**config.mk**
```make
export PLATFORM = sky130hd
export DESIGN_NAME = stack_row_engine
export DESIGN_NICKNAME = d
export VERILOG_FILES = /design/src/rtl/stack_row_engine.sv
export SDC_FILE = /design/constraint.sdc
export NUM_CORES = 1
export LEC_CHECK = 0
export BUFFER_PORTS_ARGS = -buffer_cell sky130_fd_sc_hd__buf_2
export CORE_ASPECT_RATIO = 0.8
export CORE_MARGIN = 10
export CORE_UTILIZATION = 55
export CTS_BUF_LIST = sky130_fd_sc_hd__clkbuf_8
export CTS_CLUSTER_SIZE = 8
export DETAILED_ROUTE_END_ITERATION = 10
export PLACE_DENSITY = 0.82
export SLEW_MARGIN = 10
export SYNTH_ARGS = -nofsm -noshare
export SYNTH_HDL_FRONTEND = slang
export SYNTH_SLANG_ARGS = --single-unit
```
**constraint.sdc**
```tcl
create_clock -name clk -period 3 [get_ports clk]
set_clock_uncertainty 0.2 [all_clocks]
set_input_delay 0.3 -clock clk [delete_from_list [all_inputs] [get_ports clk]]
set_output_delay 0.3 -clock clk [all_outputs]
set_load 0.01 [all_outputs]
```
**src/rtl/stack_row_engine.sv**
```systemverilog
// Block-stacker row engine: sweeps an n-wide block row across COLS columns and,
// on drop, trims the stack top to the overlap (success) or reports a miss.
module stack_row_engine #(
  parameter int COLS     = 8,
  parameter int PRESCALE = 50000
) (
  input  logic            clk,
  input  logic            resetn,
  input  logic            start,
  input  logic            drop,
  input  logic [3:0]      speed,
  input  logic [3:0]      num_blocks,
  input  logic [3:0]      curr_level,
  output logic [COLS-1:0] row_mask,
  output logic [COLS-1:0] base_mask,
  output logic            active,
  output logic            next_signal,
  output logic            fail
);
  localparam int PW = (COLS > 1) ? $clog2(COLS) : 1;
  localparam int NW = $clog2(COLS + 1);
  localparam int CW = (PRESCALE > 1) ? $clog2(PRESCALE) : 1;

  typedef enum logic [1:0] {IDLE, LOAD, MOVE, JUDGE} state_t;
  state_t state, state_nx;

  logic [NW-1:0]   n_r, n_ld;
  logic [3:0]      s_r, s_ld;
  logic [PW-1:0]   pos, pos_nx, pos_max;
  logic            dir_left, dir_nx;
  logic [CW-1:0]   presc;
  logic [3:0]      step;
  logic            wrap, step_done, tick;
  logic [COLS-1:0] overlap;

  function automatic logic [COLS-1:0] span(input logic [NW-1:0] cnt, input logic [PW-1:0] p);
    logic [COLS-1:0] m;
    for (int i = 0; i < COLS; i++)
      m[i] = (i >= int'(p)) && (i < int'(p) + int'(cnt));
    return m;
  endfunction

  assign n_ld      = (num_blocks == 4'd0)       ? NW'(1)    :
                     (int'(num_blocks) > COLS)  ? NW'(COLS) : NW'(num_blocks);
  assign s_ld      = (speed == 4'd0) ? 4'd1 : speed;
  assign wrap      = (presc == CW'(PRESCALE - 1));
  assign step_done = (step == 4'd15 - s_r);
  // A full-width row has nowhere to go, so ticks are swallowed.
  assign tick      = wrap && step_done && (n_r != NW'(COLS));
  assign pos_max   = PW'(COLS - int'(n_r));
  assign overlap   = row_mask & base_mask;
  assign active    = (state != IDLE);

  always_ff @(posedge clk) begin
    if (!resetn) state <= IDLE;
    else         state <= state_nx;
  end

  always_comb begin
    state_nx = state;
    case (state)
      IDLE:    if (start) state_nx = LOAD;
      LOAD:    state_nx = MOVE;
      MOVE:    if (drop) state_nx = JUDGE;
      JUDGE:   state_nx = IDLE;
      default: state_nx = IDLE;
    endcase
  end

  // Bounce: reverse at either wall, stepping away from it on the same tick.
  always_comb begin
    pos_nx = pos;
    dir_nx = dir_left;
    if (!dir_left) begin
      if (pos == pos_max) begin dir_nx = 1'b1; pos_nx = pos - PW'(1); end
      else                pos_nx = pos + PW'(1);
    end else begin
      if (pos == '0) begin dir_nx = 1'b0; pos_nx = pos + PW'(1); end
      else           pos_nx = pos - PW'(1);
    end
  end

  always_ff @(posedge clk) begin
    if (!resetn) begin
      row_mask    <= '0;
      base_mask   <= '1;
      next_signal <= 1'b0;
      fail        <= 1'b0;
      n_r         <= NW'(1);
      s_r         <= 4'd1;
      pos         <= '0;
      dir_left    <= 1'b0;
      presc       <= '0;
      step        <= '0;
    end else begin
      next_signal <= 1'b0;
      fail        <= 1'b0;
      case (state)
        IDLE: row_mask <= '0;
        LOAD: begin
          n_r      <= n_ld;
          s_r      <= s_ld;
          pos      <= '0;
          dir_left <= 1'b0;
          presc    <= '0;
          step     <= '0;
          row_mask <= span(n_ld, '0);
          if (curr_level == 4'd1) base_mask <= '1;
        end
        MOVE: if (!drop) begin
          // drop freezes everything, so the pre-tick row is what gets judged
          if (wrap) begin
            presc <= '0;
            step  <= step_done ? 4'd0 : step + 4'd1;
          end else begin
            presc <= presc + CW'(1);
          end
          if (tick) begin
            pos      <= pos_nx;
            dir_left <= dir_nx;
            row_mask <= span(n_r, pos_nx);
          end
        end
        JUDGE: begin
          row_mask <= '0;
          if (overlap != '0) begin
            base_mask   <= overlap;
            next_signal <= 1'b1;
          end else begin
            base_mask   <= '1;
            fail        <= 1'b1;
          end
        end
        default: row_mask <= '0;
      endcase
    end
  end
endmodule
```
==> results_dict.tcl, run 1 <==
set metrics [dict create \
    outcome "finished with violations" \
    violations "setup timing" \
    root_buffer "clkbuf_8" \
    cts_buffer_depth 2 \
    start_kind "flip-flop" \
    num-fill-cells 387 \
    pin_count 35 \
    worstSetupEndpointType "flip-flop" \
    cts_inserted_buffers 5 \
    diodes 0 \
    coreArea_mm2 0.005151 \
    synth_area_mm2 0.003000 \
    finalHoldViolCount 0 \
    path_class "flip-flop to flip-flop" \
    slew_viol_final 0 \
    multi_input_area_mm2 0.002008 \
    synth_top_cell_by_area "dfxtp_1" \
    clkTransAtPathRegs_ns 0.10 \
    final_common_cell "dfxtp_1" \
    clock_sinks 52 \
    fin_ws_ns -0.07086 \
    final_cell_mix "dfxtp_1, nand2_1, buf_2" \
    groute.usage.overall 0.1827 \
    synthFlopType "dfxtp_1" \
    rows 23 \
    num_vias 2894 \
    grt_max_degree 42 \
    path_max_fanout 4 \
    stdcell_area_mm2 0.003636 \
    first_pass_iters 6 \
    grt_pass1_vias 2695 \
    ys_ff_latch 52 \
    ys.warnings.count 0 \
    die_area_mm2 0.008828 \
    route.detailed.drc 0 \
    synthCells 362 \
    hpwlAfterDp_mm 5.745 \
    syn_to_final_growth_pct 21.18 \
    vias_per_cell 6.080 \
    max_cap_violations 0 \
    globalRouteOverflowTotal 0 \
    place.gp.congestion 0.9390 \
    ant_nets 0 \
    die_h_um 86.06 \
    antenna_found_initial 0 \
    wl_per_cell_um 17.24 \
    instances_no_fill 476 \
    ctsHtreeMaxLevel 2 \
    ys_types 65 \
    crit_required_ns 3.01 \
    start_util 0.5825 \
    fmax_ghz 0.3256 \
    setup_viol 3 \
    fin_nets 444 \
    rsz0062_at_grt "true" \
    dpl_cell_area_mm2 0.003344 \
    drt_iter0_drc 180 \
    min_period_ns 3.071 \
    synth.area.top_cells "dfxtp_1, ha_1, nand2_1, a21oi_1, o21ai_0" \
    synth_edf_count 0 \
    drive_above_1_share 0.2464 \
    avgSynthCellArea_um2 8.288 \
    clk_latency_ns 0.32 \
    leakagePower_nw 1.419 \
    grt_pass1_wl_mm 13.29 \
    ir_worst_vdd_mv 0.5125 \
    worstMarginPinSlew_ns 0.6522 \
    seq_area_mm2 0.001049 \
    period_share 1.024 \
    portBuffers 34 \
    synthDominantCellAreaShare 0.3470 \
    max_slew_margin 0.5612 \
    routed_wirelength_mm 8.205 \
    cts_tree "yes" \
    async_flop_share 0 \
    die_w_um 102.6 \
    dp_cells 460 \
    ys_seq_area_frac 0.3470 \
    crit_arrival_ns 3.08 \
    min_path_type "input pin to flip-flop" \
    p_per_area_mw_per_mm2 682.2 \
    synth_nets 393 \
    preCtsSetupSlack_ns -0.1090 \
]
flip-flops by register name, indices dropped and copies added, names as in the netlist:
signal / cells
presc: 16
base_mask: 8
row_mask: 8
n_r: 4
s_r: 4
step: 4
pos: 3
state: 2
dir_left: 1
fail: 1
next_signal: 1
worst paths after layout:
check | start | endpoint | slack [ns] | cells past startpoint
min reg2reg | presc[15] | presc[15] | 0.29 | 1
max | n_r[0] | row_mask[4] | -0.07 | 14
max reg2reg | n_r[0] | row_mask[4] | -0.07 | 14
min | speed[2] | s_r[2] | 0.03 | 3
stage by stage:
step / utilization / hold slack [ns] / total power, mW / setup TNS, ns
after floorplan: - / 0.2397 / 1.579 / 0
after global placement: 0.6493 / 0.2623 / 1.860 / 0
after detailed placement: 0.6493 / 0.2721 / 1.893 / -0.3961
after CTS: 0.6852 / 0.02769 / 2.400 / 0
after global routing: 0.7059 / 0.04816 / 2.637 / -0.6942
final: 0.7059 / 0.02583 / 2.481 / -0.1264
synthesized netlist by cell type (7+ instances only):
| master | number |
|---|---|
| nand2_1 | 35 |
| nand2b_1 | 7 |
| nor2_1 | 20 |
| dfxtp_1 | 52 |
| nand4_1 | 9 |
| a31oi_1 | 7 |
| nor3_1 | 9 |
| o21ai_0 | 18 |
| ha_1 | 14 |
| a21oi_1 | 19 |
| nand3_1 | 15 |
| o22ai_1 | 9 |
| nor2b_1 | 14 |
| inv_1 | 14 |
| clkbuf_1 | 9 |
layer usage:
| layer | part of all wire | GRT usage | vias up |
|---|---|---|---|
| li1 | - | - | 1428 |
| met2 | 0.48 | 0.2870 | 89 |
| met5 | 0 | 0 | - |
| met4 | 0.015 | 0.05115 | 0 |
| met1 | 0.46 | 0.2465 | 1361 |
| met3 | 0.051 | 0.03609 | 16 |
worst max-delay path, stage by stage, from the launching register on:
cell and delay (ns):
dfxtp_2 0.35, inv_2 0.05, ha_4 0.25, xnor2_4 0.18, a31oi_4 0.10, o221a_4 0.28
xor2_4 0.19, inv_2 0.07, ha_4 0.27, a21o_1 0.14, nand4_1 0.21, a21oi_4 0.28
a21oi_4 0.08, a32oi_1 0.21, a31oi_1 0.10
kinds of logic after synthesis:
logic type / synth area share
AND/OR/NAND/NOR: 0.2706
XOR/XNOR: 0.03128
buffers and inverters: 0.04336
multiplexers: 0.01334
adder cells (fa/ha/maj): 0.06506
AO/OA/AOI/OAI: 0.2294
flip-flops: 0.3470
report_power, final:
part | internal, mW | switching [mW]
clock network | 0.168 | 0.261
logic | 0.513 | 0.665
registers | 0.783 | 0.0915
repair_timing:
action / in CTS / in global routing
buffers inserted: 4 / 4
endpoints found under the setup margin: 8 / 8
pin swaps: 4 / 5
hold buffers: 0 / 0
gates resized for setup: 10 / 19
hold endpoints to repair: 0 / 0
area by class of cell:
| cell class | count | share of cell area |
|---|---|---|
| multi-input cells | 280 | 0.5523 |
| clock inverters | 3 | 0.006194 |
| clock buffers | 5 | 0.01893 |
| repair buffers | 58 | 0.09635 |
| well taps | 62 | 0.02134 |
| inverters | 16 | 0.01652 |
| flip-flops and latches | 52 | 0.2884 |
No activity file was read; power rests on OpenSTA's default activity.
==> run 2: changes to the inputs <==
--- a/config.mk
+++ b/config.mk
@@ -12,7 +12,7 @@
 export CTS_BUF_LIST = sky130_fd_sc_hd__clkbuf_8
 export CTS_CLUSTER_SIZE = 8
 export DETAILED_ROUTE_END_ITERATION = 10
-export PLACE_DENSITY = 0.82
+export PLACE_DENSITY = 0.86
 export SLEW_MARGIN = 10
 export SYNTH_ARGS = -nofsm -noshare
 export SYNTH_HDL_FRONTEND = slang
==> results_dict.tcl, run 2 (same netlist as run 1, synthesis figures left out) <==
set metrics [dict create \
    coreArea_mm2 0.005151 \
    path_max_fanout 3 \
    start_util 0.5825 \
    syn_to_final_growth_pct 19.14 \
    grt_max_degree 42 \
    rows 23 \
    groute.usage.overall 0.1765 \
    wl_per_cell_um 17.43 \
    met1_usage 0.2330 \
    die_w_um 102.6 \
    r2r_setup_slack_ns -0.12 \
    min_period_ns 3.120 \
    ant_nets 0 \
    vias_per_cell 6.197 \
    seq_area_mm2 0.001047 \
    min_path_type "input pin to flip-flop" \
    fin_ws_ns -0.1203 \
    first_pass_iters 6 \
    p_per_area_mw_per_mm2 681.2 \
    final_cell_mix "dfxtp_1, nand2_1, buf_2" \
    routed_wirelength_mm 8.211 \
    worstMarginPinSlew_ns 0.7354 \
    cts_buffer_depth 2 \
    portBuffers 34 \
    grt_pass1_wl_mm 12.93 \
    ctsHtreeMaxLevel 2 \
    num-fill-cells 426 \
    drive_above_1_share 0.2274 \
    root_buffer "clkbuf_8" \
    setup_viol 5 \
    crit_path_top_delay_cell "fa_2" \
    route.detailed.drc 0 \
    num_vias 2919 \
    hpwlAfterDp_mm 5.767 \
    rsz0062_at_grt "true" \
    gr-usage-met2 0.2841 \
    max_slew_margin 0.5052 \
    largestRegisters "presc (16), base_mask (8), row_mask (8)" \
    crit_arrival_ns 3.17 \
    globalRouteOverflowTotal 0 \
    start_kind "flip-flop" \
    finish.utilization 0.6940 \
    fin_nets 439 \
    die_area_mm2 0.008828 \
    cts_hold_buf 0 \
    crit_path_cell_trace "inv_2 > ha_4 > xnor2_4 > a31oi_1 > o221a_2 > xor2_4 > fa_2 > nor2b_2 > a21oi_2 > nor3_2 > buf_4 > or3_1 > a31oi_1" \
    max_cap_violations 0 \
    grt_use_met3 0.03288 \
    pin_count 35 \
    die_h_um 86.06 \
    grt_pass1_vias 2672 \
    fmax_ghz 0.3205 \
    path_class "flip-flop to flip-flop" \
    clock_sinks 52 \
    largest-register "presc" \
    cts_inserted_buffers 5 \
    period_share 1.040 \
    slowest_delay_ns 0.40 \
    crit_required_ns 3.05 \
    drt_iter0_drc 176 \
    ir_worst_vdd_mv 0.5547 \
    slew_viol_final 0 \
    busiest_layer "met2" \
    preCtsSetupSlack_ns -0.1133 \
    outcome "finished with violations" \
    antenna_found_initial 0 \
    leakagePower_nw 1.382 \
    place.gp.congestion 0.8964 \
    cts_tree "yes" \
    multi_input_area_mm2 0.001982 \
    clkTransAtPathRegs_ns 0.10 \
    diodes 0 \
    largest_register_ffs 16 \
    worstSetupEndpointType "flip-flop" \
    path_common_cell "a31oi_1" \
    final_common_cell "dfxtp_1" \
    clk_latency_ns 0.31 \
    violations "setup timing" \
    finalHoldViolCount 0 \
]
-- run 2: cell types whose count changed in the layout (fill, tap and decap cells not counted), sizes merged --
cell	delta
buf	-5
-- run 2: layout make-up --
type,instances,area share
timing repair buffer,53,0.08855
multi-input combinational,280,0.5544
clock inverter,3,0.006300
sequential,52,0.2930
tap,62,0.02170
clock buffer,5,0.01925
inverter,16,0.01680
-- run 2: final timing paths --
check / startpoint / to / depth (start not counted)
worst min-delay path: speed[2] / s_r[2] / 3
worst min register to register: presc[15] / presc[15] / 1
worst max-delay path: n_r[1] / row_mask[3] / 13
worst max register to register: n_r[1] / row_mask[3] / 13
-- run 2: layer usage --
layer	vias to the layer above	wire length [um]
met1	1412	3639
met5	-	0
met2	74	4046
met4	0	151
li1	1417	-
met3	16	374
-- run 2: through the flow --
| step | power (mW) | hold slack (ns) | area, um^2 | std cells | setup TNS (ns) |
|---|---|---|---|---|---|
| CTS | 2.327 | 0.04438 | 3452 | 468 | 0 |
| detailed placement | 1.895 | 0.2634 | 3337 | 459 | -0.2599 |
| floorplan | 1.579 | 0.2397 | 3047 | 362 | 0 |
| finish | 2.435 | 0.04435 | 3575 | 471 | -0.3238 |
| global route | 2.596 | 0.05418 | 3575 | 471 | -1.072 |
| global placement | 1.860 | 0.2612 | 3337 | 459 | 0 |
-- run 2: power breakdown --
part,switching [mW],internal [mW]
logic,0.661,0.487
clock network,0.248,0.168
registers,0.0879,0.783
-- run 2: worst max-delay path, delay by kind of cell (launching register included) --
family / cells / cell delay, ns
DFF: 1 / 0.38
adders and majority gates: 2 / 0.68
xor gates and xnor gates: 2 / 0.29
and+or+nand+nor: 3 / 0.59
buffers and inverters: 2 / 0.20
AOI/OAI and AO/OA: 4 / 0.70
-- run 2: what timing repair did --
item	in CTS	in global routing
pin swaps	3	4
resized for setup	6	19
setup endpoints to repair	6	8
gates cloned	0	0
buffers inserted	1	3
==> run 3: changes to the inputs <==
--- a/config.mk
+++ b/config.mk
@@ -6,14 +6,16 @@
 export NUM_CORES = 1
 export LEC_CHECK = 0
 export BUFFER_PORTS_ARGS = -buffer_cell sky130_fd_sc_hd__buf_2
+export CAP_MARGIN = 20
 export CORE_ASPECT_RATIO = 0.8
 export CORE_MARGIN = 10
-export CORE_UTILIZATION = 55
+export CORE_UTILIZATION = 60
 export CTS_BUF_LIST = sky130_fd_sc_hd__clkbuf_8
 export CTS_CLUSTER_SIZE = 8
 export DETAILED_ROUTE_END_ITERATION = 10
-export PLACE_DENSITY = 0.86
+export PLACE_DENSITY = 0.89
 export SLEW_MARGIN = 10
 export SYNTH_ARGS = -nofsm -noshare
 export SYNTH_HDL_FRONTEND = slang
 export SYNTH_SLANG_ARGS = --single-unit
+export TNS_END_PERCENT = 10
==> constraint.sdc (replaced) <==
create_clock -name clk -period 3.35 [get_ports clk]
set_clock_uncertainty 0.2 [all_clocks]
set_input_delay 0.335 -clock clk [delete_from_list [all_inputs] [get_ports clk]]
set_output_delay 0.335 -clock clk [all_outputs]
set_load 0.01 [all_outputs]
==> results_dict.tcl, run 3 (same netlist as run 1, synthesis figures left out) <==
set metrics [dict create \
    ir_worst_vdd_mv 0.5466 \
    clock_sinks 52 \
    num-fill-cells 394 \
    crit_arrival_ns 3.20 \
    wl_per_cell_um 16.69 \
    cts_tree "yes" \
    cts_resized 0 \
    leakagePower_nw 1.323 \
    clkTransAtPathRegs_ns 0.11 \
    vias_per_cell 6.471 \
    postCtsSetupBuffers 0 \
    cts_inserted_buffers 5 \
    pin_count 35 \
    die_w_um 99.06 \
    diodes 0 \
    period_share 0.9407 \
    place.gp.congestion 0.9074 \
    die_area_mm2 0.008247 \
    grt_pass1_vias 2687 \
    route.detailed.drc 0 \
    instances_no_fill 459 \
    hpwlAfterDp_mm 5.392 \
    drt_iter0_drc 233 \
    p_per_area_mw_per_mm2 608.3 \
    portBuffers 34 \
    clk_latency_ns 0.32 \
    final_common_cell "dfxtp_1" \
    crit_required_ns 3.40 \
    path_common_cell "a31oi_1" \
    slew_viol_final 0 \
    path_class "flip-flop to flip-flop" \
    fin_tns_setup_ns 0 \
    ctsHtreeMaxLevel 2 \
    largest_register_ffs 16 \
    max_cap_violations 0 \
    routed_wirelength_mm 7.661 \
    cts_buffer_depth 2 \
    root_buffer "clkbuf_8" \
    start_kind "flip-flop" \
    groute.usage.overall 0.1682 \
    first_pass_iters 5 \
    slowest_delay_ns 0.51 \
    max_slew_margin 0.5118 \
    grt_pass1_wl_mm 12.16 \
    fin_nets 429 \
    final_cell_mix "dfxtp_1, nand2_1, buf_2" \
    fmax_ghz 0.3173 \
    cp_num_buf_inv 1 \
    ant_nets 0 \
    drive_above_1_share 0.1679 \
    cpLargestDelayFamily "compound AO/OA/AOI/OAI gates" \
    cts_hold_buf 0 \
    grt_max_degree 42 \
    dp_cells 451 \
    rows 22 \
    antenna_found_initial 0 \
    syn_to_final_growth_pct 12.51 \
    outcome "finished, final reports clean" \
    rsz0062_at_grt "false" \
    min_period_ns 3.151 \
    start_util 0.6374 \
    num_vias 2970 \
    largestRegisters "presc (16), base_mask (8), row_mask (8)" \
    largest-register "presc" \
    worstSetupEndpointType "flip-flop" \
    finalHoldViolCount 0 \
    crit_path_cell_trace "inv_1 > ha_4 > xnor2_2 > a31oi_1 > o221a_2 > xor2_4 > fa_2 > nor2b_1 > or3_1 > a21oi_1 > a32oi_1 > a31oi_1" \
    path_max_fanout 5 \
    die_h_um 83.25 \
    worstMarginPinSlew_ns 0.7308 \
    globalRouteOverflowTotal 0 \
    min_path_type "input pin to flip-flop" \
    setup_viol 0 \
    coreArea_mm2 0.004707 \
    crit_path_top_delay_cell "fa_2" \
]
==> run 3: cell count changes in the layout (fill, tap and decap cells not counted), moves of 3 or more <==
cell	before	now
dfxtp_1	49	52
nor2b_1	11	14
buf_4	18	9
ha_4	4	1
a21oi_1	15	18
==> run 3: where the power goes <==
group	leakage, nW	internal (mW)	switching [mW]
clock network	0.0491	0.154	0.232
logic	0.852	0.352	0.534
registers	0.422	0.700	0.0811
total	1.32	1.21	0.847
==> run 3: final cells by class <==
class / count / area [um^2] / area share
multi-input cells: 280 / 1867 / 0.5530
flip-flops and latches: 52 / 1041 / 0.3084
repair buffers: 43 / 237.7 / 0.07042
well taps: 60 / 75.07 / 0.02224
clock buffers: 5 / 68.82 / 0.02039
inverters: 16 / 60.06 / 0.01779
clock inverters: 3 / 26.28 / 0.007784
==> run 3: per-stage QoR <==
stage / power (mW) / setup WS [ns] / utilization / cell area, um^2 / hold slack [ns]
6_report: 2.054 / 0.1986 / 0.7172 / 3376 / 0.07623
4_1_cts: 2.016 / 0.07332 / 0.7092 / 3338 / 0.07887
3_3_place_gp: 1.598 / 0.1723 / 0.6890 / 3243 / 0.2574
5_1_grt: 2.176 / 0.001732 / 0.7172 / 3376 / 0.1035
3_5_place_dp: 1.633 / 0.09283 / 0.6890 / 3243 / 0.2704
2_1_floorplan: 1.387 / 0.1580 / - / 3000 / 0.2397
==> run 3: final timing paths <==
path                                start          end  slack [ns]  depth (start not counted)
worst min-delay path             speed[2]       s_r[2]        0.08                          3
worst max-delay path               n_r[0]  row_mask[4]        0.20                         12
worst min register to register  presc[15]    presc[15]        0.29                          1
worst max register to register     n_r[0]  row_mask[4]        0.20                         12
==> run 3: layer usage <==
layer	global-route usage	wire [um]	vias up
li1	-	-	1391
met1	0.2208	3454	1416
met2	0.2565	3465	149
met3	0.05050	633	14
met4	0.05045	108	0
met5	0	0	-
==> run 3: worst reg2reg max path, cell delays in order (launching register included) <==
cell     delay (ns)
dfxtp_1        0.35
inv_1          0.08
ha_4           0.25
xnor2_2        0.14
a31oi_1        0.15
o221a_2        0.27
xor2_4         0.20
fa_2           0.51
nor2b_1        0.16
or3_1          0.31
a21oi_1        0.20
a32oi_1        0.12
a31oi_1        0.16
